--- config.mk ---
export PLATFORM = sky130hd
export DESIGN_NAME = uart_command_accumulator
export DESIGN_NICKNAME = d
export VERILOG_FILES = /design/src/rtl/uart_cmd_pkg.sv /design/src/rtl/cmd_timeout_counter.sv /design/src/rtl/uart_command_accumulator.sv
export SDC_FILE = /design/constraint.sdc
export NUM_CORES = 2
export LEC_CHECK = 0
export CORE_AREA = 3 3 402 404
export DETAILED_ROUTE_END_ITERATION = 10
export DIE_AREA = 0 0 405 407
export PLACE_DENSITY_LB_ADDON = 0.12
export SYNTH_ARGS = -nofsm -noshare
export SYNTH_HDL_FRONTEND = slang
export SYNTH_SLANG_ARGS = --single-unit
--- constraint.sdc ---
create_clock -name clk -period 9.2 [get_ports clk]
set_clock_uncertainty 0.1 [all_clocks]
set_input_delay 1.84 -clock clk [delete_from_list [all_inputs] [get_ports clk]]
set_output_delay 1.84 -clock clk [all_outputs]
set_load 0.03 [all_outputs]
--- src/rtl/uart_cmd_pkg.sv ---
// rtl/uart_cmd_pkg.sv - shared terminator constants, capacity and FSM state encoding
package uart_cmd_pkg;
    localparam logic [7:0] UART_TERM0 = 8'hBE;
    localparam logic [7:0] UART_TERM1 = 8'hEF;
    localparam logic [7:0] BLE_TERM   = 8'h0D;
    localparam int         MAX_BYTES  = 128;

    typedef enum logic [2:0] {
        ST_IDLE,
        ST_ACCUM,
        ST_PEND_BE,
        ST_DONE,
        ST_ERROR
    } state_e;
endpackage

--- src/rtl/cmd_timeout_counter.sv ---
// rtl/cmd_timeout_counter.sv - inter-byte idle counter, expires after TIMEOUT quiet cycles
module cmd_timeout_counter #(
    parameter int TIMEOUT = 1026
) (
    input  logic clk,
    input  logic rst_n,
    input  logic enable_i,
    input  logic clear_i,
    output logic expired_o
);
    localparam int CW = $clog2(TIMEOUT + 1);

    logic [CW-1:0] cnt_q, cnt_d;

    always_ff @(posedge clk or negedge rst_n) begin
        if (!rst_n) begin
            cnt_q <= '0;
        end else begin
            cnt_q <= cnt_d;
        end
    end

    // Expiry fires on the TIMEOUT-th quiet edge after the last accepted byte.
    always_comb begin
        expired_o = enable_i && !clear_i && (cnt_q == CW'(TIMEOUT - 1));
        cnt_d     = cnt_q;
        if (!enable_i || clear_i) begin
            cnt_d = '0;
        end else if (!expired_o) begin
            cnt_d = cnt_q + 1'b1;
        end
    end
endmodule

--- src/rtl/uart_command_accumulator.sv ---
// rtl/uart_command_accumulator.sv - gathers UART/BLE bytes into a 1024-bit command buffer
module uart_command_accumulator
    import uart_cmd_pkg::*;
#(
    parameter int TIMEOUT = 1026
) (
    input  logic          clk,
    input  logic          reset,
    input  logic [7:0]    input_data,
    input  logic          accumulate,
    input  logic          ble_side,
    output logic [1023:0] output_data,
    output logic [7:0]    output_data_size,
    output logic          done,
    output logic          error
);
    state_e          state_q, state_d, st_ok;
    logic [1023:0]   data_q, data_d;
    logic [7:0]      size_q, size_d;
    logic [1:0]      n_store;
    logic [7:0]      b0, b1;
    logic [6:0]      wr_idx, wr_idx_nxt;
    logic            accepting, timer_active, timer_expired;

    assign accepting    = (state_q == ST_IDLE) || (state_q == ST_ACCUM) || (state_q == ST_PEND_BE);
    assign timer_active = (state_q == ST_ACCUM) || (state_q == ST_PEND_BE);
    assign wr_idx       = size_q[6:0];
    assign wr_idx_nxt   = wr_idx + 7'd1;

    cmd_timeout_counter #(.TIMEOUT(TIMEOUT)) u_timeout (
        .clk       (clk),
        .rst_n     (reset),
        .enable_i  (timer_active),
        .clear_i   (accumulate),
        .expired_o (timer_expired)
    );

    always_ff @(posedge clk or negedge reset) begin
        if (!reset) begin
            state_q <= ST_IDLE;
            data_q  <= '0;
            size_q  <= '0;
        end else begin
            state_q <= state_d;
            data_q  <= data_d;
            size_q  <= size_d;
        end
    end

    // Byte decode: how many payload bytes to commit and where the FSM goes if they fit.
    always_comb begin
        n_store = 2'd0;
        b0      = input_data;
        b1      = input_data;
        st_ok   = state_q;
        if (accepting && accumulate) begin
            if (ble_side && input_data == BLE_TERM) begin
                st_ok = ST_DONE;
            end else if (state_q == ST_PEND_BE) begin
                if (!ble_side && input_data == UART_TERM1) begin
                    st_ok = ST_DONE;
                end else if (!ble_side && input_data == UART_TERM0) begin
                    n_store = 2'd1;
                    b0      = UART_TERM0;
                    st_ok   = ST_PEND_BE;
                end else begin
                    n_store = 2'd2;
                    b0      = UART_TERM0;
                    st_ok   = ST_ACCUM;
                end
            end else if (!ble_side && input_data == UART_TERM0) begin
                st_ok = ST_PEND_BE;
            end else begin
                n_store = 2'd1;
                st_ok   = ST_ACCUM;
            end
        end
    end

    // Overflow rejects the whole store so the buffer and size keep their last legal values.
    always_comb begin
        state_d = st_ok;
        data_d  = data_q;
        size_d  = size_q;
        if (n_store == 2'd1) begin
            if (size_q < 8'(MAX_BYTES)) begin
                data_d[{wr_idx, 3'b000} +: 8] = b0;
                size_d                        = size_q + 8'd1;
            end else begin
                state_d = ST_ERROR;
            end
        end else if (n_store == 2'd2) begin
            if (size_q <= 8'(MAX_BYTES - 2)) begin
                data_d[{wr_idx, 3'b000} +: 8]     = b0;
                data_d[{wr_idx_nxt, 3'b000} +: 8] = b1;
                size_d                            = size_q + 8'd2;
            end else begin
                state_d = ST_ERROR;
            end
        end else if (timer_expired) begin
            state_d = ST_ERROR;
        end
    end

    always_comb begin
        output_data      = data_q;
        output_data_size = size_q;
        done             = (state_q == ST_DONE);
        error            = (state_q == ST_ERROR);
    end
endmodule

* Yosys cells after proc, flatten, opt, wreduce, memory -nomap -nowiden *
Index checks and enable logic that the tools add are counted.
Widths: inputs -> output; s select.

storage, ports and cells
  register bits after elaboration = 1046
  bits in latches = 0
  memory bits (writable) = 0
  memory bits (read-only) = 0
  input bits = 12
  output and inout port bits = 1034
  word-level logic and storage cells = 77
  memories = 0

operators by class
  $add $sub $neg = 6
  multiply operators = 0
  div/mod/pow operators = 0
  order comparisons = 2
  equal/unequal tests = 12
  shifts and indexed selects = 4
  muxes and demuxes = 32
  bitwise gates (word level) = 0
  reduce and logical (&&, ||, !) cells = 17

operators with widths
  cell                       number
  $mux 1024                  4
  $bwmux 1024                2
  $shift 8x12->1024 const A  2
  $shiftx 8x12->1024         2
  $mux 8                     8
  $mux 3                     8
  $neg 10->12                2
  $mux 11                    2
  $eq 8x8->1 const B         2
  $mux 2                     7
  $add 11x1->11 const B      1
  $eq 11x11->1 const B       1
  $add 8x1->8 const B        1
  $add 8x2->8 const B        1
  $eq 8x4->1 const B         1
  $le 8x7->1 const B         1
  $lt 8x8->1 const B         1
  $add 7x1->7 const B        1
  $eq 3x2->1 const B         2
  $logic_and 1x1->1          6
  $logic_or 1x1->1           4
  $ne 2x1->1 const B         2
  $reduce_bool 2->1          2
  $eq 3x1->1 const B         1
  7 further kinds            9

* Depth between registers and ports, before layout *
  depth after elaboration = 12
  depth in mapped cells = 17
  depth with buffers taken out = 13

* Modules after synthesis *
A second synthesis with hierarchy kept.

unflattened totals
  cells, all modules = 5211
  area total of the unflattened synthesis = 51493.1 um2

by module, submodules not included
  module                    instances  cells each  area each (um2)  sequential area each (um2)
  uart_command_accumulator  1          5149        50895.1          25899.8
  cmd_timeout_counter       1          62          598.1            275.3

* Worst setup path after synthesis *
No wires, ideal clock.

  path type = input -> register
  start point = in input_data[1]
  end point = reg data_q[477] (netlist: output_data[477])
  library setup time = 0.123 ns
  arrival = 5.690 ns
  required time = 8.977 ns
  setup slack = 3.287 ns
  cell stages on the path = 16
  path buffers = 7
  cells stage by stage = clkbuf_1 -> and4b_1 -> a41o_1 -> nor3_1 -> clkbuf_1 -> nand2_1 -> ha_1 -> nor2_1 -> o41a_1 -> buf_2 -> buf_2 -> buf_2 -> buf_1 -> clkbuf_1 -> o21ai_0 -> o221a_2

between the ends
  word-level cells in the longest chain between the ends = 12
  elaborated cells on any way between the ends = 30
  classes of those cells = eq/ne (6); shift (2); mux (16); reduce/logical (6)

ends and longest elaborated chain
  what                    line                                                            RTL
  start: declaration      uart_command_accumulator.sv:9                                   input logic [7:0] input_data,
  $eq 8x8->1              uart_command_accumulator.sv:60                                  if (!ble_side && input_data == UART_TERM1) begin
  $logic_and 1x1->1       uart_command_accumulator.sv:60
  $mux 8                  uart_command_accumulator.sv:60
  $mux 8                  uart_command_accumulator.sv:59                                  end else if (state_q == ST_PEND_BE) begin
  $mux 8                  uart_command_accumulator.sv:57                                  if (ble_side && input_data == BLE_TERM) begin
  $mux 8                  uart_command_accumulator.sv:56                                  if (accepting && accumulate) begin
  $shiftx 8x12->1024      uart_command_accumulator.sv:87, uart_command_accumulator.sv:94
  $bwmux 1024             uart_command_accumulator.sv:87, uart_command_accumulator.sv:94
  $bwmux 1024             uart_command_accumulator.sv:95                                  data_d[{wr_idx_nxt, 3'b000} +: 8] = b1;
  $mux 1024               uart_command_accumulator.sv:93                                  if (size_q <= 8'(MAX_BYTES - 2)) begin
  $mux 1024               uart_command_accumulator.sv:92                                  end else if (n_store == 2'd2) begin
  $mux 1024               uart_command_accumulator.sv:85                                  if (n_store == 2'd1) begin
  end signal: assignment  uart_command_accumulator.sv:45                                  data_q <= data_d;
  end: declaration        uart_command_accumulator.sv:18                                  logic [1023:0] data_q, data_d;

Parallel ways exist; a longest one is shown, timed or not. The select of a mux whose other input is x is not followed.
A chain may end at the register's enable or synchronous reset.

* Worst setup path in the final report *
  start point = in ble_side
  end point = reg data_q[815] (netlist: output_data[815])

between the ends
  word-level cells in the longest chain between the ends = 12
  elaborated cells on any way between the ends = 27
  classes of those cells = eq/ne (3); shift (1); mux (16); reduce/logical (7)

ends and longest elaborated chain
  what                line                                                                                            RTL
  start: declaration  uart_command_accumulator.sv:11                                                                  input logic ble_side,
  $logic_not 1->1     uart_command_accumulator.sv:60, uart_command_accumulator.sv:62, uart_command_accumulator.sv:71
  $logic_and 1x1->1   uart_command_accumulator.sv:60
  $mux 8              uart_command_accumulator.sv:60
  $mux 8              uart_command_accumulator.sv:59
  $mux 8              uart_command_accumulator.sv:57
  $mux 8              uart_command_accumulator.sv:56
  $shiftx 8x12->1024  uart_command_accumulator.sv:87, uart_command_accumulator.sv:94
  $bwmux 1024         uart_command_accumulator.sv:87, uart_command_accumulator.sv:94
  $bwmux 1024         uart_command_accumulator.sv:95
  $mux 1024           uart_command_accumulator.sv:93
  $mux 1024           uart_command_accumulator.sv:92
  $mux 1024           uart_command_accumulator.sv:85

Parallel ways exist; a longest one is shown, timed or not. The select of a mux whose other input is x is not followed.

==> results.toml <==
[timing]
layout_setup_ws_ns = 2.42
worst_pin_slew_ns = 1.40
fin_crit_ns = 6.78
setup_viol = 0
period_share_pct = 73.7
hold_slack_ns = 0.384
timing.fmax_ghz = 0.148
setup_tns_ns = 0
relSlewSlack_pct = 5.71
rsz0062_at_grt = "no"
slew_violations = 0
hold_viol = 0

[power_and_ir_drop]
powerDensity_nw_per_um2 = 325
p_seq_share_pct = 28.7
power_leakage_nw = 28.5
comb_power_share_pct = 48.2
p_sw_mw = 11.1
intPower_mw = 11.6
pwr-share-clk_pct = 23.2
p_sw_share_pct = 49.0
vdd_drop_max_uv = 251

[final_layout]
finalInstanceArea_sq_um = 69800
fillerInstances = 15300
syn_to_final_growth_pct = 34.0
drive_gt1_share_pct = 12.0
layout.cells.non_filler = 8541
final_net_count = 6377

[drt]
totalWireLength_microns = 346000
wl_per_cell_microns = 40.5
drt_first_iter_violations = 7648
vias_per_cell = 6.62
dr.pass1.iters = 11
ant_nets = 0
wl_met1_microns = 127000
wl_met3_microns = 40300
wl_met2_microns = 149000
drc = 5
top_layer = "met5"
num_vias = 56600

[die]
start_util_pct = 32.9
fp.dieArea_sq_um = 165000
coreArea_sq_um = 158000
dieHeight_microns = 407
rows = 146
die_x_microns = 405
ios = 1046

[yosys]
synth_simple_gate_area_share_pct = 17.1
synth_xor_xnor_area_share_pct = 0.560
synth.largest_area_cell = "dfrtp_1"
synthDistinctLibCells = 114
synth_area_leaders = "dfrtp_1 50%, nand2_1 4.5%, nor2_1 4.3%"
synth_commonest_cells = "1046 x dfrtp_1, 623 x nand2_1, 594 x nor2_1"
synth_edf_count = 0
synth_nets = 5350
synthMuxAreaShare_pct = 0.675
async_flop_share_pct = 100
yosysWarningCount = 0
synth_top_family_by_area = "compound AO/OA/AOI/OAI gates"
ys_ff_latch = 1046
ys_seq_area_share_pct = 50.3
yosys.area.top_type_share_pct = 50.3
synth.cell_area_sq_um = 52100
synth_most_common_cell = "dfrtp_1"
synthAdderAreaFrac_pct = 0.288
synth_flop_cell = "dfrtp_1"
netlist_instances = 5326
synth_compound_area_share_pct = 26.5
syn_avg_cell_area_sq_um = 9.78

[worst_setup_path]
critical_path_class = "in -> reg"
cp_max_fo = 19
cp_common_cell = "a21oi_1"
cp.arrival_ns = 7.35
path_cells = "clkdlybuf4s50_1 -> and4b_1 -> a41o_1 -> a21oi_1 -> and2_1 -> ha_2 -> o41a_2 -> buf_4 -> o2111ai_2 -> a21oi_1 -> a21boi_0 -> nand2_1 -> o221a_2"
rrSetupSlack_ns = 3.12
critPathRequiredTime_ns = 9.78
ff2ff_path_depth = 11
endpoint_kind = "register"
cp_slowest_cell = "a21oi_1"
r2r_start = "output_data_size[0]"
critPathMaxStageDelay_ns = 0.74
worstReg2RegEnd = "output_data[399]"
crit_path_start_kind = "input port"

[clocking]
numCtsBuffers = 121
cts_tree = "built"
insertion_delay_ns = 0.79
cts_buffer_depth = 3
htree_levels = 3
clk_pin_slew_worst_paths_ns = 0.06
numClockSinks = 1046
cts_resized = 0
hold_buffers = 0
post-cts-setup-buffer-count = 0
cts-root-buf = "clkbuf_16"

[min_path]
hold_end = "output_data[806]"
hold_path.class = "reg -> reg"
hold_path_startpoint = "output_data[806]"
hold_depth = 2

[placement]
dp_cells = 8302
post-place-ws_ns = 1.79
port_buffers = 1045
hpwl_microns = 254000
dpl-instance-area_sq_um = 65500
place.gp.congestion = 0.991

[global_route]
grtUsageTotal_pct = 40.5
grt_antenna_before_repair = 24
grt_remaining_overflow = 0
grt_pass1_wl_microns = 467000
grt_max_degree = 162
grt_pass1_vias = 55000

[outcome]
violations = "DRC"
status = "finished, violations left"

[job]
max-cap-violations = 0
-- registers in the layout, indices dropped and copies added (netlist names) --
register,count
u_timeout.cnt_q,11
output_data_size,8
state_q,3
output_data,1024
-- worst max-delay path: cells and delay by family --
| family | cells | cell delay (ns) |
|---|---|---|
| simple gates | 3 | 0.62 |
| buf+inv | 2 | 0.95 |
| compound gates | 7 | 3.22 |
| fa+ha+maj | 1 | 0.68 |
-- how the worst max path moves through the flow --
stage | to | start | slack (ns) | cells past startpoint
after floorplan | output_data[477] | input_data[1] | 3.29 | 16
after global placement | output_data[810] | ble_side | 1.90 | 13
after detailed placement | output_data[809] | ble_side | 1.79 | 13
after CTS | output_data[809] | ble_side | 2.58 | 13
after global routing | output_data[813] | ble_side | 2.47 | 13
final | output_data[815] | ble_side | 2.42 | 13
-- cells in the final DEF (no fill, tap or decap), types with 22 or more instances in the layout --
cell	netlist	routed
a22oi_1	25	24
buf_4	15	191
clkdlybuf4s50_1	0	1036
clkbuf_1	221	29
nor2_1	594	577
nand3_1	246	246
a21oi_1	177	176
a221oi_1	104	104
o21ai_0	152	150
a2bb2oi_1	115	115
nand3b_1	22	22
nor3_1	220	211
inv_1	243	243
a211oi_1	63	62
o21a_1	26	25
o211ai_1	58	58
nand2_1	623	622
dfrtp_1	1046	1046
a222oi_1	123	123
o221a_2	166	166
o22a_1	83	83
o2bb2ai_1	22	22
a32oi_1	32	32
and2_1	29	29
o22ai_1	46	44
nand4_1	27	27
o221ai_1	49	49
o21ai_1	43	41
a221o_1	154	154
clkbuf_8	0	25
and3_1	53	53
clkbuf_16	0	123
nor3_2	16	25
-- metal layers --
layer	vias up	GRT usage (%)
met3	1106	13.0
met5	-	0
met1	28700	49.4
met4	10	28.6
li1	22400	-
met2	4358	60.5
-- area by class of cell --
type / instances / area, sq um / share of cell area (%)
Timing Repair Buffer: 1241 / 12000 / 17.1
Clock inverter: 48 / 722 / 1.03
Sequential cell: 1046 / 26200 / 37.5
Antenna cell: 14 / 35.0 / 0.0502
Clock buffer: 177 / 3530 / 5.06
Inverter: 245 / 920 / 1.32
Multi-Input combinational cell: 3698 / 23900 / 34.2
Tap cell: 2072 / 2590 / 3.71
-- power by group through the flow --
| stage | clock network, mW | logic, mW | registers (mW) |
|---|---|---|---|
| 3_5_place_dp | 0 | 10.6 | 6.51 |
| 4_1_cts | 5.28 | 10.6 | 6.45 |
| 2_1_floorplan | 0 | 3.50 | 7.83 |
| 3_3_place_gp | 0 | 10.5 | 6.52 |
| 6_report | 5.25 | 10.9 | 6.49 |
| 5_1_grt | 5.47 | 11.0 | 6.52 |
-- metrics by stage --
step                utilization, %  power (mW)
global placement              41.4        17.1
CTS                           44.1        22.3
global route                  44.1        23.0
finish                        44.1        22.7
detailed placement            41.4        17.1
floorplan                        -        11.3
-- cell families (layout without fill, tap and decap cells) --
kind of cell             count (synthesis)  in the layout
AO/OA/AOI/OAI                         1659           1659
multiplexers                            33             33
AND/OR/NAND/NOR                       1964           1964
flip-flops                            1046           1046
adder cells (fa/ha/maj)                 12             12
XOR/XNOR                                30             30
other                                    0             14
buffers and inverters                  582           1711
Note: power is estimated with default switching activity, not from simulation.
